### config.mk
export PLATFORM = sky130hd
export DESIGN_NAME = mmio_console
export DESIGN_NICKNAME = d
export VERILOG_FILES = /design/src/rtl/console_pkg.sv /design/src/rtl/sync_fifo.sv /design/src/rtl/mmio_console.sv
export SDC_FILE = /design/constraint.sdc
export NUM_CORES = 1
export LEC_CHECK = 0
export CORE_UTILIZATION = 54
export CTS_CLUSTER_DIAMETER = 30
export DETAILED_ROUTE_END_ITERATION = 16
export PLACE_DENSITY = 0.79
export REMOVE_ABC_BUFFERS = 1
export SYNTH_ARGS = -nofsm -noshare
export SYNTH_HDL_FRONTEND = slang
export SYNTH_SLANG_ARGS = --single-unit
### constraint.sdc
create_clock -name clk_i -period 3.3 [get_ports clk_i]
set_input_delay 0.66 -clock clk_i [delete_from_list [all_inputs] [get_ports clk_i]]
set_output_delay 0.66 -clock clk_i [all_outputs]
set_load 0.05 [all_outputs]
### src/rtl/console_pkg.sv
// Shared definitions for the MMIO console: TX state encoding, status word
// bit positions and the default program-finish code.
package console_pkg;

  typedef enum logic [1:0] {
    TX_IDLE  = 2'd0,
    TX_START = 2'd1,
    TX_DATA  = 2'd2,
    TX_STOP  = 2'd3
  } tx_state_e;

  localparam int unsigned ST_IDLE_BIT  = 0;
  localparam int unsigned ST_FULL_BIT  = 1;
  localparam int unsigned ST_FINI_BIT  = 2;
  localparam int unsigned ST_COUNT_LSB = 8;

  localparam logic [31:0] FINI_CODE_DEFAULT = 32'h0002_0000;

  // Assemble the status word; unused bits read as zero.
  function automatic logic [31:0] pack_status(input logic idle, input logic full,
                                              input logic fini, input logic [7:0] count);
    logic [31:0] s;
    s = '0;
    s[ST_IDLE_BIT]         = idle;
    s[ST_FULL_BIT]         = full;
    s[ST_FINI_BIT]         = fini;
    s[ST_COUNT_LSB +: 8]   = count;
    return s;
  endfunction

endpackage

### src/rtl/sync_fifo.sv
// Single-clock FIFO with occupancy count.
// Ports: clk_i/rst_ni (async active-low reset), push/din write side,
// pop/dout read side (dout shows the head, valid while !empty),
// full/empty flags and count (0..DEPTH).
// A push while full or a pop while empty is ignored.
module sync_fifo #(
  parameter int unsigned WIDTH = 8,
  parameter int unsigned DEPTH = 16
) (
  input  logic                     clk_i,
  input  logic                     rst_ni,
  input  logic                     push,
  input  logic                     pop,
  input  logic [WIDTH-1:0]         din,
  output logic [WIDTH-1:0]         dout,
  output logic                     full,
  output logic                     empty,
  output logic [$clog2(DEPTH):0]   count
);

  localparam int unsigned AW = $clog2(DEPTH);

  logic [WIDTH-1:0] mem [DEPTH];
  logic [AW-1:0]    wptr;
  logic [AW-1:0]    rptr;
  logic             do_push;
  logic             do_pop;

  assign full    = (count == (AW+1)'(DEPTH));
  assign empty   = (count == '0);
  assign do_push = push && !full;
  assign do_pop  = pop && !empty;
  assign dout    = mem[rptr];

  always_ff @(posedge clk_i) begin
    if (do_push) begin
      mem[wptr] <= din;
    end
  end

  // Pointers are exactly AW bits wide, so they wrap modulo DEPTH naturally.
  always_ff @(posedge clk_i or negedge rst_ni) begin
    if (!rst_ni) begin
      wptr  <= '0;
      rptr  <= '0;
      count <= '0;
    end else begin
      if (do_push) begin
        wptr <= wptr + AW'(1);
      end
      if (do_pop) begin
        rptr <= rptr + AW'(1);
      end
      case ({do_push, do_pop})
        2'b10:   count <= count + (AW+1)'(1);
        2'b01:   count <= count - (AW+1)'(1);
        default: count <= count;
      endcase
    end
  end

endmodule

### src/rtl/mmio_console.sv
// Memory-mapped console: bytes written to the device (addr[31]=1) are queued
// and sent out as 8N1 serial frames; writing FINI_CODE raises a sticky
// program-finished flag instead of queuing a character.
// Ports: clk_i, rst_ni (async active-low); dbus_* write channel
// (addr/wvalid/wdata in, wready out) and read channel (rvalid in, rdata/rack
// out, registered status word); uart_tx_o serial line; fini_o flag.
module mmio_console
  import console_pkg::*;
#(
  parameter int unsigned CLK_DIV    = 4,
  parameter int unsigned FIFO_DEPTH = 16,
  parameter logic [31:0] FINI_CODE  = FINI_CODE_DEFAULT
) (
  input  logic        clk_i,
  input  logic        rst_ni,
  input  logic [31:0] dbus_addr_i,
  input  logic        dbus_wvalid_i,
  input  logic [31:0] dbus_wdata_i,
  output logic        dbus_wready_o,
  input  logic        dbus_rvalid_i,
  output logic [31:0] dbus_rdata_o,
  output logic        dbus_rack_o,
  output logic        uart_tx_o,
  output logic        fini_o
);

  localparam int unsigned BW = $clog2(CLK_DIV);
  localparam int unsigned CW = $clog2(FIFO_DEPTH) + 1;
  localparam logic [BW-1:0] BAUD_RELOAD = BW'(CLK_DIV - 1);

  tx_state_e      state;
  logic [BW-1:0]  baud;
  logic [2:0]     bit_cnt;
  logic [7:0]     shreg;

  logic           dev_sel;
  logic           is_fini;
  logic           wr_fire;
  logic           fifo_push;
  logic           fifo_pop;
  logic [7:0]     fifo_dout;
  logic           fifo_full;
  logic           fifo_empty;
  logic [CW-1:0]  fifo_count;
  logic [31:0]    status;
  logic           unused_addr_bits;

  assign dev_sel          = dbus_addr_i[31];
  assign unused_addr_bits = ^dbus_addr_i[30:0];

  // The finish code never needs FIFO space, so it is always accepted.
  assign is_fini       = (dbus_wdata_i == FINI_CODE);
  assign dbus_wready_o = is_fini || !fifo_full;
  assign wr_fire       = dbus_wvalid_i && dev_sel && dbus_wready_o;
  assign fifo_push     = wr_fire && !is_fini;
  assign fifo_pop      = (state == TX_IDLE) && !fifo_empty;

  assign status = pack_status(fifo_empty && (state == TX_IDLE), fifo_full,
                              fini_o, 8'(fifo_count));

  sync_fifo #(
    .WIDTH (8),
    .DEPTH (FIFO_DEPTH)
  ) u_fifo (
    .clk_i  (clk_i),
    .rst_ni (rst_ni),
    .push   (fifo_push),
    .pop    (fifo_pop),
    .din    (dbus_wdata_i[7:0]),
    .dout   (fifo_dout),
    .full   (fifo_full),
    .empty  (fifo_empty),
    .count  (fifo_count)
  );

  always_ff @(posedge clk_i or negedge rst_ni) begin
    if (!rst_ni) begin
      fini_o <= 1'b0;
    end else if (wr_fire && is_fini) begin
      fini_o <= 1'b1;
    end
  end

  always_ff @(posedge clk_i or negedge rst_ni) begin
    if (!rst_ni) begin
      dbus_rack_o  <= 1'b0;
      dbus_rdata_o <= '0;
    end else begin
      dbus_rack_o  <= dbus_rvalid_i && dev_sel;
      dbus_rdata_o <= (dbus_rvalid_i && dev_sel) ? status : '0;
    end
  end

  // The line is registered alongside the state, so it changes on the same
  // edge the state enters START/DATA/STOP; each bit lasts CLK_DIV cycles.
  always_ff @(posedge clk_i or negedge rst_ni) begin
    if (!rst_ni) begin
      state     <= TX_IDLE;
      baud      <= '0;
      bit_cnt   <= '0;
      shreg     <= '0;
      uart_tx_o <= 1'b1;
    end else begin
      case (state)
        TX_IDLE: begin
          uart_tx_o <= 1'b1;
          if (!fifo_empty) begin
            shreg     <= fifo_dout;
            baud      <= BAUD_RELOAD;
            uart_tx_o <= 1'b0;
            state     <= TX_START;
          end
        end
        TX_START: begin
          if (baud == '0) begin
            baud      <= BAUD_RELOAD;
            bit_cnt   <= '0;
            uart_tx_o <= shreg[0];
            state     <= TX_DATA;
          end else begin
            baud <= baud - BW'(1);
          end
        end
        TX_DATA: begin
          if (baud == '0) begin
            baud <= BAUD_RELOAD;
            if (bit_cnt == 3'd7) begin
              uart_tx_o <= 1'b1;
              state     <= TX_STOP;
            end else begin
              bit_cnt   <= bit_cnt + 3'd1;
              shreg     <= {1'b0, shreg[7:1]};
              uart_tx_o <= shreg[1];
            end
          end else begin
            baud <= baud - BW'(1);
          end
        end
        TX_STOP: begin
          if (baud == '0) begin
            state <= TX_IDLE;
          end else begin
            baud <= baud - BW'(1);
          end
        end
        default: state <= TX_IDLE;
      endcase
    end
  end

endmodule
# ---- Word-level counts from Yosys, hierarchy flattened
# Memories as Yosys holds them, arrays and structs flattened.
# Cells that the tools add are included.
dict set report word_totals {
  register_bits 44
  latch_bits 0
  mem_bits_rw 128
  rom_bits 0
  input_bits 68
  n_memories 1
}
# name depth word_bits rd rd_clocked_by_memory_dff wr line
set memory_table {}
lappend memory_table {u_fifo.mem 16 8 1 0 1 sync_fifo.sv:23} ;# logic [WIDTH-1:0] mem [DEPTH];
dict set report classes {
  add_sub_neg 6
  multipliers 0
  div 0
  n_lt_le_gt_ge 0
  eq_ne 15
  n_shift 0
  n_mux 27
  bitwise_logic 0
  n_reduce_logical 26
}
# cell count
set ops {}
lappend ops {{$eq 32x18->1 const B} 1}
lappend ops {{$mux 8} 3}
lappend ops {{$mux 2} 8}
lappend ops {{$pmux 8 s2} 1}
lappend ops {{$ne 2x2->1 const B} 7}
lappend ops {{$mux 13} 1}
lappend ops {{$pmux 5 s2} 1}
lappend ops {{$logic_and 1x1->1} 9}
lappend ops {{$mux 3} 3}
lappend ops {{$add 4x1->4 const B} 2}
lappend ops {{$pmux 2 s4} 1}
lappend ops {{$reduce_and 4->1} 2}
lappend ops {{$eq 2x2->1 const B} 3}
lappend ops {{$mux 1} 6}
lappend ops {{$pmux 2 s3} 1}
lappend ops {{$pmux 3 s2} 1}
lappend ops {{$reduce_bool 2->1} 3}
lappend ops {{$add 5x1->5 const B} 1}
lappend ops {{$eq 5x5->1 const B} 1}
lappend ops {{$logic_not 5->1} 1}
lappend ops {{$reduce_and 5->1} 1}
lappend ops {{$sub 5x1->5 const B} 1}
lappend ops {{$eq 2x1->1 const B} 2}
lappend ops {{$logic_not 2->1} 2}
lappend ops {{10 further kinds} 12}

# ---- Longest topological paths before layout
# Gate-level depths: netlist of run 1.
dict set report logic_depth {
  word_depth 8
  ltp_mapped 14
}

# ---- Cells and area by module
# From an unflattened synthesis of run 1, not the netlist that was laid out.
dict set report hier_totals {
  cells_unflattened 475
  hier_area_um2 7318.3
}
# module n_inst cells_each area_per_inst_um2
set by_module_without_submodules {}
lappend by_module_without_submodules {sync_fifo 1 332 5779.3}
lappend by_module_without_submodules {mmio_console 1 143 1539.0}

# ---- Worst setup path after synthesis of run 1
# No wires, ideal clock.
dict set report synth_timing {
  path_kind {input to register}
  from {input dbus_wdata_i[16]}
  to {register u_fifo.count[4]}
  setup_ns 0.125
  t_arrival_ns 2.706
  required_ns 3.175
  setup_slack_ns 0.468
  path_stages 12
  n_path_buf 1
  path_cell_list {nor4b_1 nand4_1 o2111a_1 buf_2 inv_1 ha_1 xor2_1 ha_1 nor2_1 a222oi_1 nor2_1 xor2_1}
}
dict set report synth_between {
  elab_chain_cells 7
  elab_cells_between_ends 10
  classes_between {eq/ne: 3; mux: 1; reduce/logical: 6}
}
# element line
set synth_rtl {}
lappend synth_rtl {{start: declaration} mmio_console.sv:18} ;# input logic [31:0] dbus_wdata_i,
lappend synth_rtl {{$eq 32x18->1 (*)} mmio_console.sv:52} ;# assign is_fini = (dbus_wdata_i == FINI_CODE);
lappend synth_rtl {{$logic_or 1x1->1} mmio_console.sv:53} ;# assign dbus_wready_o = is_fini || !fifo_full;
lappend synth_rtl {{$logic_and 1x1->1} mmio_console.sv:54} ;# assign wr_fire = dbus_wvalid_i && dev_sel && dbus_wready_o;
lappend synth_rtl {{$logic_and 1x1->1 (*)} mmio_console.sv:55} ;# assign fifo_push = wr_fire && !is_fini;
lappend synth_rtl {{$logic_and 1x1->1 (*)} sync_fifo.sv:31} ;# assign do_push = push && !full;
lappend synth_rtl {{$eq 2x1->1 / $eq 2x2->1 (equally long branches)} sync_fifo.sv:54} ;# case ({do_push, do_pop})
lappend synth_rtl {{$pmux 5 s2 / $reduce_bool 2->1 (equally long branches)} -}
lappend synth_rtl {{end signal: assignment} sync_fifo.sv:55} ;# 2'b10: count <= count + (AW+1)'(1);
lappend synth_rtl {{end signal: assignment} sync_fifo.sv:56} ;# 2'b01: count <= count - (AW+1)'(1);
lappend synth_rtl {{end signal: assignment} sync_fifo.sv:57} ;# default: count <= count;
lappend synth_rtl {{end: declaration} sync_fifo.sv:18} ;# output logic [$clog2(DEPTH):0] count
# Every way passes the cells marked *; elsewhere a longest branch is shown, timed or not.
# A chain may end at the register's enable or synchronous reset.

# ---- Worst setup path in the final report of run 1
dict set report layout_timing {
  from {input dbus_wdata_i[0]}
  to {output dbus_wready_o}
}
dict set report layout_between {
  elab_chain_cells 2
}
# element line
set layout_rtl {}
lappend layout_rtl {{$eq 32x18->1} mmio_console.sv:52}
lappend layout_rtl {{$logic_or 1x1->1} mmio_console.sv:53}
lappend layout_rtl {{end: declaration} mmio_console.sv:19} ;# output logic dbus_wready_o,
# No other way between the ends.

==> results of run 1 <==
## cell families after synthesis
| family | Yosys count | share of synthesized area [%] |
|---|---|---|
| AOI/OAI and AO/OA | 70 | 6.73 |
| xor gates and xnor gates | 13 | 1.58 |
| adders and majority gates | 15 | 2.60 |
| buffers and inverters | 62 | 4.99 |
| DFF | 167 | 66.8 |
| muxes | 51 | 10.8 |
| other | 1 | 0.0520 |
| and+or+nand+nor | 92 | 6.47 |
## path summary, 6_finish.rpt
kind | from | to | slack (ns)
min reg2reg | shreg[6]$_DFFE_PN0P_ | shreg[6]$_DFFE_PN0P_ | 0.50
max in group asynchronous | rst_ni | u_fifo.rptr[1]$_DFFE_PN0P_ | 2.32
max | dbus_wdata_i[0] | dbus_wready_o | 0.27
max reg2reg | u_fifo.count[2]$_DFFE_PN0P_ | u_fifo.mem[13][1]$_DFFE_PP_ | 0.81
min in group clk_i | shreg[6]$_DFFE_PN0P_ | shreg[6]$_DFFE_PN0P_ | 0.50
min | rst_ni | baud[0]$_DFFE_PN0P_ | 0.36
## through the flow
| step | utilization [%] | hold slack (ns) | worst slack [ns] | instance area, um2 | TNS, ns |
|---|---|---|---|---|---|
| global route | 66.2 | 0.424 | 0.180 | 8490 | 0 |
| floorplan | - | 0.364 | 0.501 | 7000 | 0 |
| finish | 66.2 | 0.362 | 0.269 | 8490 | 0 |
| global placement | 61.8 | 0.474 | -0.0205 | 7920 | -0.0205 |
| detailed placement | 61.8 | 0.481 | -0.0792 | 7920 | -0.0792 |
| CTS | 66.2 | 0.362 | 0.298 | 8490 | 0 |
## state kept, by name, indices dropped and copies added (netlist names), 2 cells and up
| signal | flops |
|---|---|
| baud | 2 |
| bit_cnt | 3 |
| dbus_rdata_o | 8 |
| shreg | 8 |
| state | 2 |
| u_fifo.count | 5 |
| u_fifo.mem | 128 |
| u_fifo.rptr | 4 |
| u_fifo.wptr | 4 |
## where the power goes
group	internal, mW	total [mW]	leakage (nW)	switching (mW)
Sequential	2.55	2.90	1.63	0.347
Clock	1.05	1.88	0.271	0.828
Combinational	1.04	2.25	1.24	1.21
## cell type report
| cell class | instances | area share [%] |
|---|---|---|
| timing repair buffer | 75 | 8.11 |
| clock inverter | 15 | 1.68 |
| tap | 172 | 2.54 |
| sequential | 167 | 56.8 |
| inverter | 15 | 0.663 |
| clock buffer | 17 | 5.01 |
| multi-input combinational | 265 | 25.2 |
## cell usage in the layout, fill, tap and decap left out, types with 4 or more instances in the layout
master           netlist  layout
inv_1                 15      15
clkdlybuf4s50_1        0      46
and2_1                 5       5
mux2i_1               28      28
nor4_1                11       9
o311ai_0               6       6
xnor2_1                7       7
nand3_1                4       4
buf_4                 26      27
o21a_1                 7       7
o22ai_1                6       6
nor2_1                20      20
o21ai_0               11      11
clkbuf_16              0      17
a21oi_1               10      10
ha_1                  15      15
dfrtp_1               38      37
xor2_1                 6       6
nor3_1                 5       5
conb_1                 1      24
a22oi_1               14      14
and3_1                 8       8
mux4_1                 6       6
edfxtp_1             128     128
nand2_1               23      23
mux4_2                13      13
mux2_2                 4       4
## critical path: stages
cell             delay (ns)
clkdlybuf4s50_1        0.50
nor4_1                 0.43
nand4_1                0.20
buf_4                  0.17
nor2_1                 0.11
or2_2                  0.16
buf_12                 0.14
## layer usage
metal	vias to the layer above	track usage (%)	share of wire (%)
met5	-	0	0
met4	0	11.8	3.4
met3	34	5.33	5.8
met2	146	36.2	49
met1	2126	28.0	41
li1	1908	-	-
==> flow_summary.yaml, run 1 <==
grt:
  grt_pass1_wl_um: 22600
  overflow: 0
  grt_start_max_net_pins: 40
  antenna_found_initial: 0
  grtUsageTotal_pct: 22.4
  grt_pass1_vias: 4210
logic_synthesis:
  async_flop_share_pct: 23.4
  yosysTopAreaCell: "edfxtp_1"
  syn_inst: 471
  synth_most_common_cell: "edfxtp_1"
  ys_ff_latch: 167
  synth_common_cells: "edfxtp_1, dfrtp_1, mux2i_1"
  synth.top_cell.area_share_pct: 53.3
  ys_types: 53
  synth_area_leaders: "edfxtp_1, dfrtp_1, mux4_2"
  ys_warn_count: 0
  avgSynthCellArea_um2: 15.3
  ys_seq_area_share_pct: 66.8
  ys.flop_type: "edfxtp_1"
  synth_area_mm2: 0.00721
  synth_edf_count: 128
routing:
  routed_wl_um: 14500
  route.detailed.drc: 0
  wl_per_cell_um: 19.9
  avgViaCountPerCell: 5.80
  ant_nets: 0
  vias: 4214
  first_iter_violations: 387
  drtPass1Iterations: 5
clock_tree:
  cts_hold_buf: 0
  cts-root-buf: "clkbuf_16"
  clock_latency_ns: 0.43
  postCtsResizedCells: 0
  clk_path_buf_depth: 2
  cts_tree: "done"
  post-cts-setup-buffer-count: 0
  cts_buffers: 17
  path_clk_slew_ns: 0.07
  cts_sinks: 167
  htree_levels: 4
power:
  ir_drop_mv: 0.430
  p_leak_nw: 3.14
  finalPower_mw: 7.03
  power_density_mw_per_mm2: 829
timing:
  finalCritPeriodShare_pct: 91.9
  finalSetupViolCount: 0
  max_slew_margin_pct: 34.4
  worst_pin_slew_ns: 0.980
  fin_skew_ns: 0.00577
  final_max_slew_viol_count: 0
  max_freq_ghz: 0.330
  period_minus_slack_ns: 3.03
  rsz0062_at_grt: "no"
  hold_violations: 0
die:
  num_rows: 41
  die_y_um: 118
  start_util_pct: 56.3
  die_width_um: 118
  ios: 104
  die-area_mm2: 0.0138
  fp.coreArea_mm2: 0.0128
place:
  dp.cells: 694
  port_buffers: 48
  dp_hpwl_um: 9400
  gp_congestion: 0.760
layout:
  multiInputGateArea_mm2: 0.00214
  final.fill_count: 883
  nNetsFinal: 624
  area_delta_synth_final_pct: 17.7
  antennaDiodeCount: 0
  drive_gt1_share_pct: 15.2
  regArea_mm2: 0.00482
  final_cells: 726
setup_path:
  crit_type: "in2out"
  cp-start-kind: "input port"
  reg2regPathDepth: 6
  critical_path_required_ns: 2.64
  cp_max_fo: 2
  arrival_ns: 2.37
  worstSetupEndpointType: "primary output"
run_status:
  status: "completed"
worst_hold_path:
  hp-class: "in2async"
job:
  cap_viol_max_count: 0
(Power assumes the default switching activity.)
==> run 2: changes to the inputs <==
Settings changed: CORE_UTILIZATION 54 to 55, PLACE_DENSITY 0.79 to 0.8, SYNTH_HIERARCHICAL set to 1.
==> flow_summary.yaml, run 2 <==
layout:
  nNetsFinal: 647
  final_common_cell: "edfxtp_1"
  largest_register_ffs: 128
  multiInputGateArea_mm2: 0.00221
  reg.largest.list: "u_fifo/mem x128, dbus_rdata_o x8, shreg x8"
  drive_gt1_share_pct: 21.6
  final.fill_count: 819
  post-route-util_pct: 67.7
  regArea_mm2: 0.00482
  area_delta_synth_final_pct: 18.1
  final_cell_mix: "edfxtp_1, clkdlybuf4s50_1, buf_4, dfrtp_1, o21ai_0"
  regMostFlops: "u_fifo/mem"
  antennaDiodeCount: 0
  final_cells: 746
setup_path:
  arrival_ns: 3.38
  path_delay_family: "simple AND/OR/NAND/NOR gates"
  cp_num_buf_inv: 3
  cp-start-kind: "input port"
  crit_top_cell: "inv_1"
  worstSetupEndpointType: "flip-flop"
  ff2ff_setup_slack_ns: 0.37
  cp_slowest_cell: "clkdlybuf4s50_1"
  cp_max_fo: 3
  critical_path_required_ns: 3.61
  cp_slowest_stage_delay_ns: 0.49
  crit_type: "in2reg"
  path_cells: "clkdlybuf4s50_1, nor4_1, and4_1, a211oi_1, and2_1, inv_1, ha_1, inv_1, fa_1, nor2b_1, o21ai_0, nand3_1, or3b_1, xnor2_1"
logic_synthesis:
  synth_mux_area_share_pct: 12.4
  synth_simple_gate_area_share_pct: 5.97
  synth_xor_area_share_pct: 1.20
  synth_top_family_by_area: "multiplexers"
  ys.flop_type: "edfxtp_1"
  ys_types: 53
  yosysTopAreaCell: "edfxtp_1"
  synth_compound_area_share_pct: 6.21
  synthAdderAreaFrac_pct: 3.18
  syn_inst: 475
  ys_warn_count: 6
  synth_area_mm2: 0.00732
  synth_common_cells: "edfxtp_1, dfrtp_1, o21ai_0"
  synth_area_leaders: "edfxtp_1, dfrtp_1, mux4_2"
  synth_edf_count: 128
  async_flop_share_pct: 23.4
  avgSynthCellArea_um2: 15.4
  synth.top_cell.area_share_pct: 52.5
  synth_most_common_cell: "edfxtp_1"
  ys_seq_area_share_pct: 65.9
  ys_ff_latch: 167
grt:
  grt_pass1_vias: 4340
  grt_start_max_net_pins: 40
  antenna_found_initial: 0
  overflow: 0
  grt_pass1_wl_um: 23800
  grtUsageTotal_pct: 23.5
clock_tree:
  clock_latency_ns: 0.43
  path_clk_slew_ns: 0.06
  cts_tree: "done"
  cts_sinks: 167
  htree_levels: 4
  cts-root-buf: "clkbuf_16"
  cts_buffers: 17
  clk_path_buf_depth: 2
die:
  ios: 104
  fp.coreArea_mm2: 0.0128
  start_util_pct: 57.3
  die_width_um: 117
  die_y_um: 117
  num_rows: 41
  die-area_mm2: 0.0138
power:
  p_leak_nw: 3.27
  ir_drop_mv: 0.482
  power_density_mw_per_mm2: 834
timing:
  hold_violations: 0
  finalSetupViolCount: 0
  final_max_slew_viol_count: 0
  max_freq_ghz: 0.325
  period_minus_slack_ns: 3.08
  max_slew_margin_pct: 42.2
  rsz0062_at_grt: "no"
  worst_pin_slew_ns: 0.868
  fin_tns_setup_ns: 0
  finalCritPeriodShare_pct: 93.2
  fin_skew_ns: 0.0112
  hold_ws_ns: 0.354
routing:
  avgViaCountPerCell: 5.77
  routed_wl_um: 15000
  ant_nets: 0
  vias: 4308
  wl_per_cell_um: 20.1
  drtPass1Iterations: 4
  route.detailed.drc: 0
  first_iter_violations: 430
place:
  dp.cells: 714
  port_buffers: 48
  gp_congestion: 0.793
  dp_hpwl_um: 9640
job:
  cap_viol_max_count: 0
worst_hold_path:
  hp-class: "in2async"
run_status:
  status: "completed"
## run 2: cell types whose count changed in the layout (fill, tap and decap cells not counted), moves of 4 or more
cell	before	now
a22oi_1	14	10
o21a_1	7	0
a221oi_1	1	8
o311ai_0	6	0
mux4_1	6	0
mux2_2	4	25
buf_4	27	39
o21ai_0	11	26
o22ai_1	6	0
## run 2: worst paths after layout
kind | from | end | depth (start not counted)
hold / removal | rst_ni | baud[1]$_DFFE_PN0P_ | 1
setup / recovery | dbus_wdata_i[3] | u_fifo/count[4]$_DFFE_PN0P_ | 14
max in group asynchronous | rst_ni | u_fifo/rptr[0]$_DFFE_PN0P_ | 1
setup reg to reg | state[0]$_DFFE_PN0P_ | u_fifo/count[4]$_DFFE_PN0P_ | 12
hold reg to reg | fini_o$_DFFE_PN0P_ | fini_o$_DFFE_PN0P_ | 1
min in group clk_i | fini_o$_DFFE_PN0P_ | fini_o$_DFFE_PN0P_ | 1
## run 2: layer usage
| metal | track usage, % | vias to the layer above | routed length [um] |
|---|---|---|---|
| li1 | - | 1923 | - |
| met1 | 28.7 | 2129 | 5610 |
| met2 | 39.8 | 224 | 7830 |
| met3 | 5.59 | 32 | 1260 |
| met4 | 9.90 | 0 | 319 |
| met5 | 0 | - | 0 |
## run 2: what timing repair did
| item | 4_1_cts | 5_1_grt |
|---|---|---|
| hold buffers | 0 | 0 |
| endpoints found under the setup margin | 0 | 1 |
| gates resized for setup | 0 | 1 |
| setup buffers | 0 | 0 |
| endpoints found under the hold margin | 0 | 0 |
## run 2: cells by family after synthesis
kind of cell               count (synthesis)
buffers and inverters                     59
muxes                                     67
AOI/OAI and AO/OA                         69
adders and majority gates                 18
and+or+nand+nor                           84
other                                      1
DFF                                      167
xor gates and xnor gates                  10
## run 2: area by class of cell
type	instances	share of cell area [%]
Sequential cell	167	55.8
Multi-Input combinational cell	272	25.6
Timing Repair Buffer	88	9.23
Clock buffer	18	4.96
Tap cell	172	2.49
Clock inverter	14	1.32
Inverter	15	0.651
## run 2: stage by stage
step	setup WS (ns)	cell area (um2)	power, mW
after floorplan	0.0400	7090	4.61
after global placement	-0.232	8100	5.26
after detailed placement	-0.268	8100	5.38
after CTS	0.115	8640	7.24
after global routing	0.00933	8650	7.58
final	0.224	8650	7.21
## run 2: report_power, final
part	leakage [nW]	switching, mW	total, mW	internal (mW)
logic	1.38	1.33	2.56	1.23
clock network	0.266	0.819	1.80	0.980
registers	1.63	0.290	2.85	2.56
total	3.27	2.44	7.21	4.77
==> run 3: changes to the inputs <==
Settings changed: CAP_MARGIN set to 20, SLEW_MARGIN set to 0.
==> results of run 3 <==
Final layout, timing and power as in run 2 (identical DEF).
